### src/rtl/life_gen_ctrl.sv
// Generation sequencer for the Game-of-Life grid register.
// Paces updates, counts generations, flags still-life/extinction.
module life_gen_ctrl #(
  parameter int N     = 16,
  parameter int PER_W = 24,
  parameter int GEN_W = 16
) (
  input  logic             clk,
  input  logic             reset,
  input  logic             load,
  input  logic             run,
  input  logic             step,
  input  logic             halt_en,
  input  logic [PER_W-1:0] period,
  input  logic [N*N-1:0]   cur_grid,
  input  logic [N*N-1:0]   next_grid,
  output logic             grid_en,
  output logic             grid_sel,
  output logic [GEN_W-1:0] gen_count,
  output logic             stable,
  output logic             extinct,
  output logic             halted
);

  typedef enum logic [2:0] {
    IDLE,
    LOAD,
    RUN,
    STEP,
    HALT
  } state_t;

  state_t state, state_n;

  logic [PER_W-1:0] tick, tick_n, last;
  logic [GEN_W-1:0] gen_n;
  logic             en_n, sel_n;
  logic             stable_n, extinct_n;
  logic             upd, same, dead, hcond;

  assign last  = (period == '0) ? '0
               : period - PER_W'(1);
  assign upd   = grid_en & ~grid_sel;
  assign same  = (next_grid == cur_grid);
  assign dead  = (next_grid == '0);
  assign hcond = upd & halt_en & (same | dead);

  always_comb begin
    state_n   = state;
    tick_n    = tick;
    en_n      = 1'b0;
    sel_n     = 1'b0;
    gen_n     = gen_count;
    stable_n  = stable;
    extinct_n = extinct;
    // An in-flight update always retires on this edge unless load wins.
    if (upd) begin
      if (gen_count != '1)
        gen_n = gen_count + GEN_W'(1);
      stable_n  = same;
      extinct_n = dead;
    end
    if (load) begin
      state_n   = LOAD;
      tick_n    = '0;
      en_n      = 1'b1;
      sel_n     = 1'b1;
      gen_n     = '0;
      stable_n  = 1'b0;
      extinct_n = 1'b0;
    end else begin
      unique case (state)
        IDLE: begin
          if (run) begin
            state_n = RUN;
            tick_n  = '0;
          end else if (step) begin
            state_n = STEP;
            en_n    = 1'b1;
          end
        end
        LOAD: begin
          state_n = run ? RUN : IDLE;
          tick_n  = '0;
        end
        STEP: begin
          state_n = hcond ? HALT : IDLE;
        end
        RUN: begin
          if (hcond) begin
            state_n = HALT;
            tick_n  = '0;
          end else if (!run) begin
            state_n = IDLE;
            tick_n  = '0;
          end else if (tick >= last) begin
            en_n   = 1'b1;
            tick_n = '0;
          end else begin
            tick_n = tick + PER_W'(1);
          end
        end
        HALT: begin
          state_n = HALT;
        end
        default: begin
          state_n = IDLE;
        end
      endcase
    end
  end

  always_ff @(posedge clk or negedge reset) begin
    if (!reset) begin
      state     <= IDLE;
      tick      <= '0;
      grid_en   <= 1'b0;
      grid_sel  <= 1'b0;
      gen_count <= '0;
      stable    <= 1'b0;
      extinct   <= 1'b0;
      halted    <= 1'b0;
    end else begin
      state     <= state_n;
      tick      <= tick_n;
      grid_en   <= en_n;
      grid_sel  <= sel_n;
      gen_count <= gen_n;
      stable    <= stable_n;
      extinct   <= extinct_n;
      halted    <= (state_n == HALT);
    end
  end

endmodule
### config.mk
export PLATFORM = sky130hd
export DESIGN_NAME = life_gen_ctrl
export DESIGN_NICKNAME = d
export VERILOG_FILES = /design/src/rtl/life_gen_ctrl.sv
export SDC_FILE = /design/constraint.sdc
export NUM_CORES = 1
export LEC_CHECK = 0
export BUFFER_PORTS_ARGS = -buffer_cell sky130_fd_sc_hd__buf_2
export CELL_PAD_IN_SITES_DETAIL_PLACEMENT = 1
export CELL_PAD_IN_SITES_GLOBAL_PLACEMENT = 1
export CORE_AREA = 3 3 216 218
export DETAILED_ROUTE_END_ITERATION = 6
export DIE_AREA = 0 0 219 221
export PLACE_DENSITY = 0.63
export SLEW_MARGIN = 20
export SYNTH_ARGS = -nofsm -noshare
export SYNTH_HDL_FRONTEND = slang
export SYNTH_SLANG_ARGS = --single-unit
export TNS_END_PERCENT = 1
### constraint.sdc
create_clock -name clk -period 3.5 [get_ports clk]
set_clock_uncertainty 0.15 [all_clocks]
set_input_delay 0 -clock clk [delete_from_list [all_inputs] [get_ports clk]]
set_output_delay 0 -clock clk [all_outputs]
set_load 0.01 [all_outputs]
==> results of run 1 <==
==> routing by layer <==
| layer | vias up | wire, µm | global-route usage (%) |
|---|---|---|---|
| met5 | - | 93 | 0 |
| met4 | 14 | 752 | 2.990 |
| met3 | 56 | 5532 | 5.232 |
| met2 | 529 | 28610 | 40.43 |
| met1 | 4689 | 29140 | 35.69 |
| li1 | 4406 | - | - |
==> final cells by class <==
cell class                      count  area share [%]
Timing Repair Buffer              635           30.50
Tap cell                          600           6.678
Multi-Input combinational cell    785           49.88
Clock buffer                        7           1.358
Sequential cell                    48           10.68
Antenna cell                       12          0.2671
Clock inverter                      1          0.2671
Inverter                           11          0.3673
==> registers in the layout, indices dropped and copies added, names as in the netlist <==
name and count:
stable 1, state 3, tick 24, grid_en 1, gen_count 16, grid_sel 1, halted 1, extinct 1
==> synth_stat cells (3+ instances only) <==
cell      number  share of area, %
a21o_1        14               1.5
ha_1          28               5.1
clkbuf_1      10              0.55
nor2_1        52               2.9
dfrtp_1       48                18
o21ai_0       12              0.88
xor2_1       241                31
nand4_1       51               4.7
inv_1         11              0.61
and2_1         3              0.28
nand3_1       29               2.1
a21oi_1       18               1.3
nor3_1        18               1.3
nand2b_1       6              0.55
o21ai_1        6              0.44
xnor2_1       41               5.3
nand2_1       69               3.8
a22o_1         7              0.90
and3_1         8              0.73
nor4_1       130                12
or3_1         10              0.92
mux2i_1        9               1.3
nor2b_1        7              0.64
or4_1          3              0.33
==> worst max path at each step <==
stage	from	to	slack [ps]
after floorplan	period[7]	tick[22]	-320
after CTS	period[7]	tick[13]	-510
after global routing	period[5]	tick[14]	-430
after detailed placement	period[7]	tick[16]	-900
final	period[5]	tick[3]	-240
after global placement	period[7]	tick[14]	-730
==> power by group <==
group	switching, mW	total (mW)	internal (mW)
sequential	0.00601	0.565	0.559
clock	0.219	0.596	0.377
combinational	0.615	1.06	0.445
==> per-stage QoR <==
| stage | util [%] | power, mW | cell area [µm²] | hold WS (ps) |
|---|---|---|---|---|
| 2_1_floorplan | - | 0.8772 | 6822 | -445.6 |
| 3_3_place_gp | 23.97 | 1.606 | 10810 | -224.5 |
| 3_5_place_dp | 23.97 | 1.616 | 10810 | -222.7 |
| 4_1_cts | 24.72 | 2.235 | 11140 | 4.875 |
| 5_1_grt | 24.89 | 2.328 | 11220 | 32.76 |
| 6_report | 24.93 | 2.222 | 11240 | -4.731 |
==> logic make-up (layout without fill, tap and decap cells) <==
family | after synthesis | count (layout)
multiplexers | 10 | 10
XOR/XNOR | 282 | 282
AO/OA/AOI/OAI | 72 | 72
other | 0 | 12
adder cells (fa/ha/maj) | 28 | 28
flip-flops | 48 | 48
AND/OR/NAND/NOR | 393 | 393
buffers and inverters | 25 | 654
==> critical path, stage by stage <==
cell       delay, ps
buf_2            110
or4_4            550
nor3_4           170
nand2_1          100
or4_4            460
or3_1            340
xnor2_1          170
nand2_1           80
ha_1             290
nand4_1          110
buf_4            170
nor3_2           170
a21oi_1          120
o21ai_2          260
a311oi_4          50
buf_6            160
clkbuf_16        160
a21o_1           150
a22o_1           170
==> repair_timing <==
item,CTS,global route
buffers inserted,1,3
pin swaps,6,9
setup endpoints to repair,24,24
cloned,1,1
hold buffers,5,0
resized for setup,17,9
endpoints found under the hold margin,51,0
==> summary.txt, run 1 <==
Synth
  – Number of synthesized flops with an enable pin: 0
  – Mux cell area share after synthesis: roughly 1.5%
  – Sequential share of the synthesized area: roughly 18%
  – Main combinational cell family by area after synthesis: XOR/XNOR gates
  – Synth Area in Adders: under 10%
  – Mapped Cells: between 800 and 900
  – Syn_nets: around 1400
  – Commonest register cell after synthesis: dfrtp_1
  – FF+latch count, synth: 48
  – Ys Warns: 0
  – Mapped Avg Cell Area: 7.942 µm²
  – Complex-gate fraction of the synthesized area: 6.923%
  – Simple logic cell fraction of the synthesized area: 30.94%
  – Post-Synth XOR/XNOR Area: 36.25%
  – Number of library cell types mapped by synthesis: 44
  – Share of synthesized registers carrying an async set or reset: between 90% and 100%
  – Mapped Area: just under 7000 µm²

Setup path
  – Flop-to-flop setup slack: between 700 and 800 ps
  – WS Path Type: input port to flop
  – Critical Path RT: ~3500 ps
  – Reg2Reg Depth: 14
  – Critical Path Fanout Max: 9
  – CP Launch Type: input port
  – Reg-to-Reg Start: tick[0]
  – Worst reg2reg path endpoint: tick[14]
  – Worst setup EP type: flop
  – Worst Path Arrival: around 3800 ps

Clocking
  – Max clock buf depth: 2
  – CTS tree: done
  – Root Buffer: clkbuf_16
  – Clock Sinks: 48
  – Worst skew pair latency: ~290 ps
  – Clock transition at the registers of the reported paths: ~70 ps
  – CTS buffer count: 5
  – H-tree depth: 2

STA
  – Max_slew headroom: roughly a third
  – Hold Violations, Final: 14
  – Max Fclk: 267.1 MHz
  – RSZ-0062 raised after global routing: yes
  – Final worst-path cycle share: 107.0%
  – Slew @ Worst Pin: 1015 ps
  – Final setup TNS: -4718 ps
  – Slew Limit Fails: 0
  – Final number of setup-violating endpoints: 24
  – Final min period: 3745 ps
  – Worst setup margin: -244.6 ps
  – Worst hold slack: -4.731 ps

Power
  – Cell Pwr Density: 197.6 nW/µm²
  – Leakage: about 5.5 nW
  – Peak supply drop: 0.1871 mV

Final layout
  – Most common cell after layout, fill and taps aside: buf_2
  – Synthesis-to-finish area growth: 64.98%
  – Fillers: 5611
  – Register area: roughly 1200 µm²
  – Area occupied by multi-input gates: between 5000 and 6000 µm²
  – Final non-filler cell total: between 2000 and 2500
  – Most frequent cells in the layout: buf_2, xor2_1, nor4_1, nand2_1, buf_4
  – Layout Nets: around 2000
  – Ratio of cells with drive above 1 in the final layout: around 44%

Placed design
  – Detailed Place HPWL: roughly 59 mm
  – GPL Wtd Cong: 0.9684
  – Placed insts: 2069
  – IO Port Bufs: 562
  – DP Worst Slack: -902.8 ps

Floorplanning
  – Die X: around 220 µm
  – Total core area: 45090 µm²
  – Die ar.: just under 50000 µm²
  – Die Y-Extent: approximately 220 µm
  – Num ports: 563
  – Rows: between 70 and 80
  – Initial Util: about 15%

Global route
  – Initial antenna violation count: 40
  – First-pass GRT wire length: 83.39 mm
  – Global-route usage over all layers: 25.18%
  – Gr ovfl total: 0
  – Vias in the first global route: about 10000
  – Largest net degree at the start of global routing: 35

Drt
  – First drt pass iteration count: 5
  – Final wirelength: approximately 64 mm
  – Routed Antenna Nets: 0
  – Via Count: between 9000 and 10000
  – Drt initial violations: 660
  – DR vias/cell: 4.618
  – Drc violations: 0
  – Wirelength per Cell: 30.55 µm

Run status
  – Status: finished with violations
  – Failing checks: negative hold slack, negative setup slack

Min path
  – HP Class: input port to async pin

Job
  – Max-cap violations: 0
(Power assumes the default switching activity.)
==> run 2: changes to the inputs <==
Settings changed: PLACE_DENSITY 0.63 to unset, PLACE_DENSITY_LB_ADDON set to 0.1.
==> run 2 against run 1 <==
Against the previous run: the run ends with negative setup slack left; wire length decreased by 3.7%; maximum frequency decreased by 1.3%; critical path depth increased by 1; design area decreased by 0.51%; final cell count about the same; first-iteration DRC count decreased by 33%; highest routed layer unchanged.
==> summary.txt, run 2 (synthesized netlist as in run 1, its figures left out) <==
Run status
  – Status: finished with violations
  – Failing checks: negative setup slack

Power
  – Fraction of power spent switching nets: 38.56% (+0.73 points)
  – Overall power: 2.099 mW (-5.5%)
  – Psw: 0.8096 mW (-3.7%)
  – Clock power frac: 24.1% (-2.7 points)
  – Comb pwr share: 48.9% (+1.2 points)
  – Part of the power in registers: 27.0% (+1.6 points)
  – P_int: 1.290 mW (-6.6%)
  – Cell Pwr Density: 187.7 nW/µm² (-5.0%)
  – Peak supply drop: 0.1752 mV (-6.3%)
  – Leakage: 5.487 nW (-0.42%)

STA
  – RSZ-0062 raised after global routing: yes
  – Final min period: 3795 ps (+50.12 ps)
  – Slew @ Worst Pin: 750.2 ps (-264.5 ps)
  – Max_slew headroom: 49.53% (+18 points)
  – Final number of setup-violating endpoints: 24 (unchanged)
  – Slew Limit Fails: 0 (unchanged)
  – Final setup TNS: -5941 ps (-1222 ps)
  – Hold Violations, Final: 0 (-14)
  – Max Fclk: 263.5 MHz (-1.3%)
  – Worst setup margin: -294.7 ps (-50.12 ps)
  – Final worst-path cycle share: 108.4% (+1.4 points)

Final layout
  – Register area: 1201 µm² (unchanged)
  – Max FFs per register: 24 (unchanged)
  – Final non-filler cell total: 2100 (+0.048%)
  – Synthesis-to-finish area growth: 64.14%
  – Most frequent cells in the layout: buf_2, xor2_1, nor4_1, nand2_1, buf_4
  – Area occupied by multi-input gates: 5597 µm² (-0.20%)
  – Fillers: 5669 (+1.0%)
  – Layout Nets: 2059 (+0.15%)
  – Ratio of cells with drive above 1 in the final layout: 44.50% (+0.11 points)
  – Final non-filler cell area: 11180 µm² (-0.51%)
  – Top Registers: tick (24), gen_count (16), state (3)
  – Register with the most flip-flops: tick
  – Most common cell after layout, fill and taps aside: buf_2

Drt
  – Drt initial violations: 439 (-33%)
  – First drt pass iteration count: 4 (-1)
  – Drc violations: 0 (unchanged)
  – Final wirelength: 61.75 mm (-3.7%)
  – DR vias/cell: 4.444 (-3.8%)
  – Via Count: 9332 (-3.7%)
  – Routed Antenna Nets: 0 (unchanged)
  – Wirelength per Cell: 29.40 µm (-3.8%)

Floorplanning
  – Initial Util: 15.11% (unchanged)
  – Die ar.: 48400 µm² (unchanged)
  – Total core area: 45090 µm² (unchanged)
  – Die X: 219 µm (unchanged)
  – Die Y-Extent: 221 µm (unchanged)
  – Rows: 78 (unchanged)
  – Num ports: 563 (unchanged)

Min path
  – HP Class: input port to flop
  – Hold path endpoint: state[0]
  – Worst hold start: step
  – Hold path depth: 3

Setup path
  – WS Path Type: input port to flop
  – WP buf/inv: 3 (-1)
  – CP Launch Type: input port
  – Worst path cell trace: buf_6 -> or4_4 -> nor3_4 -> nand2_2 -> or4_4 -> or3_4 -> xnor2_2 -> nand2_1 -> ha_4 -> a21o_1 -> a21o_1 -> a21oi_2 -> o21ai_2 -> nor3_2 -> o21ai_2 -> a311oi_4 -> buf_6 -> buf_8 -> nand4_1 -> mux2i_1
  – Worst setup EP type: flop
  – Critical Path RT: 3570 ps (+40 ps)
  – Reg-to-Reg Start: tick[1]
  – Critical Path Slowest Stage Cell: or4_4
  – Worst reg2reg path endpoint: tick[22]
  – Worst Path Arrival: 3860 ps (+90 ps)
  – Reg2Reg Depth: 10 (-4)
  – Critical Path Fanout Max: 8 (-1)
  – Family with the most delay on the worst path: simple AND/OR/NAND/NOR gates
  – Flop-to-flop setup slack: 770 ps (+20 ps)
  – Critical path's largest stage delay: 550 ps (about the same)

Global route
  – Gr ovfl total: 0 (unchanged)
  – Initial antenna violation count: 36 (-10%)
  – Largest net degree at the start of global routing: 28 (-20%)
  – Vias in the first global route: 10051 (-3.1%)
  – First-pass GRT wire length: 82.00 mm (-1.7%)
  – Global-route usage over all layers: 24.59% (-0.59 points)

Clocking
  – Max clock buf depth: 2 (unchanged)
  – CTS buffer count: 5 (unchanged)
  – Clock Sinks: 48 (unchanged)
  – H-tree depth: 2 (unchanged)
  – Clock transition at the registers of the reported paths: 70 ps (about the same)
  – Worst skew pair latency: 290 ps (about the same)
  – CTS tree: done
  – Root Buffer: clkbuf_16

Placed design
  – Detailed Place HPWL: 57.57 mm (-3.2%)
  – Placed Area: 10840 µm² (+0.30%)
  – DP Worst Slack: -800.2 ps (+102.6 ps)
  – GPL Wtd Cong: 0.9169 (-5.3%)
  – Placed insts: 2075 (+0.29%)
  – IO Port Bufs: 562 (unchanged)

Job
  – Max-cap violations: 0 (unchanged)
run 2: layout make-up:
type                            instances  share of cell area [%]
Antenna cell                           10                  0.2237
Sequential cell                        48                   10.74
Inverter                               11                  0.3692
Clock inverter                          1                 0.06712
Tap cell                              600                   6.712
Clock buffer                            7                   1.275
Multi-Input combinational cell        785                   50.04
Timing Repair Buffer                  638                   30.57
run 2: repair_timing:
item	4_1_cts	5_1_grt
gates cloned	2	0
endpoints found under the hold margin	26	0
setup buffers	2	0
pin swaps	3	4
hold buffers	3	0
setup endpoints to repair	24	25
gates resized for setup	17	10
run 2: per-layer routing:
metal  vias to the layer above  routed length, µm  global-route usage, %  part of all wire, %
li1                       4420                  -                      -                    -
met1                      4434              27300                  32.89                   44
met2                       408              29220                  41.50                   47
met3                        52               4598                  5.891                  7.4
met4                        18                511                  2.425                 0.83
met5                         -                110                      0                 0.18
run 2: worst max path at each step:
stage	end	cells past startpoint	startpoint
6_report	tick[22]	20	period[7]
2_1_floorplan	tick[22]	18	period[7]
3_3_place_gp	tick[23]	19	period[7]
3_5_place_dp	tick[23]	19	period[7]
4_1_cts	tick[22]	20	period[7]
5_1_grt	tick[17]	20	period[7]
run 2: power by group through the flow:
stage                     registers, mW  clock network (mW)  logic [mW]
after floorplan                   0.577                   0       0.301
after global placement            0.576                   0        1.01
after detailed placement          0.577                   0        1.02
after CTS                         0.566               0.539        1.03
after global routing              0.567               0.556        1.10
final                             0.566               0.506        1.03
run 2: stage by stage:
step,util (%),hold WS (ps)
floorplan,-,-445.6
global placement,24.05,-118.3
detailed placement,24.05,-120.9
CTS,24.65,6.470
global route,24.77,38.08
finish,24.81,16.19
run 2: worst register-to-register path: cells and delay by family (launching register included):
family | cells | cell delay [ps]
and+or+nand+nor | 7 | 1580
DFF | 1 | 430
adders and majority gates | 1 | 220
AOI/OAI and AO/OA | 1 | 160
muxes | 1 | 90
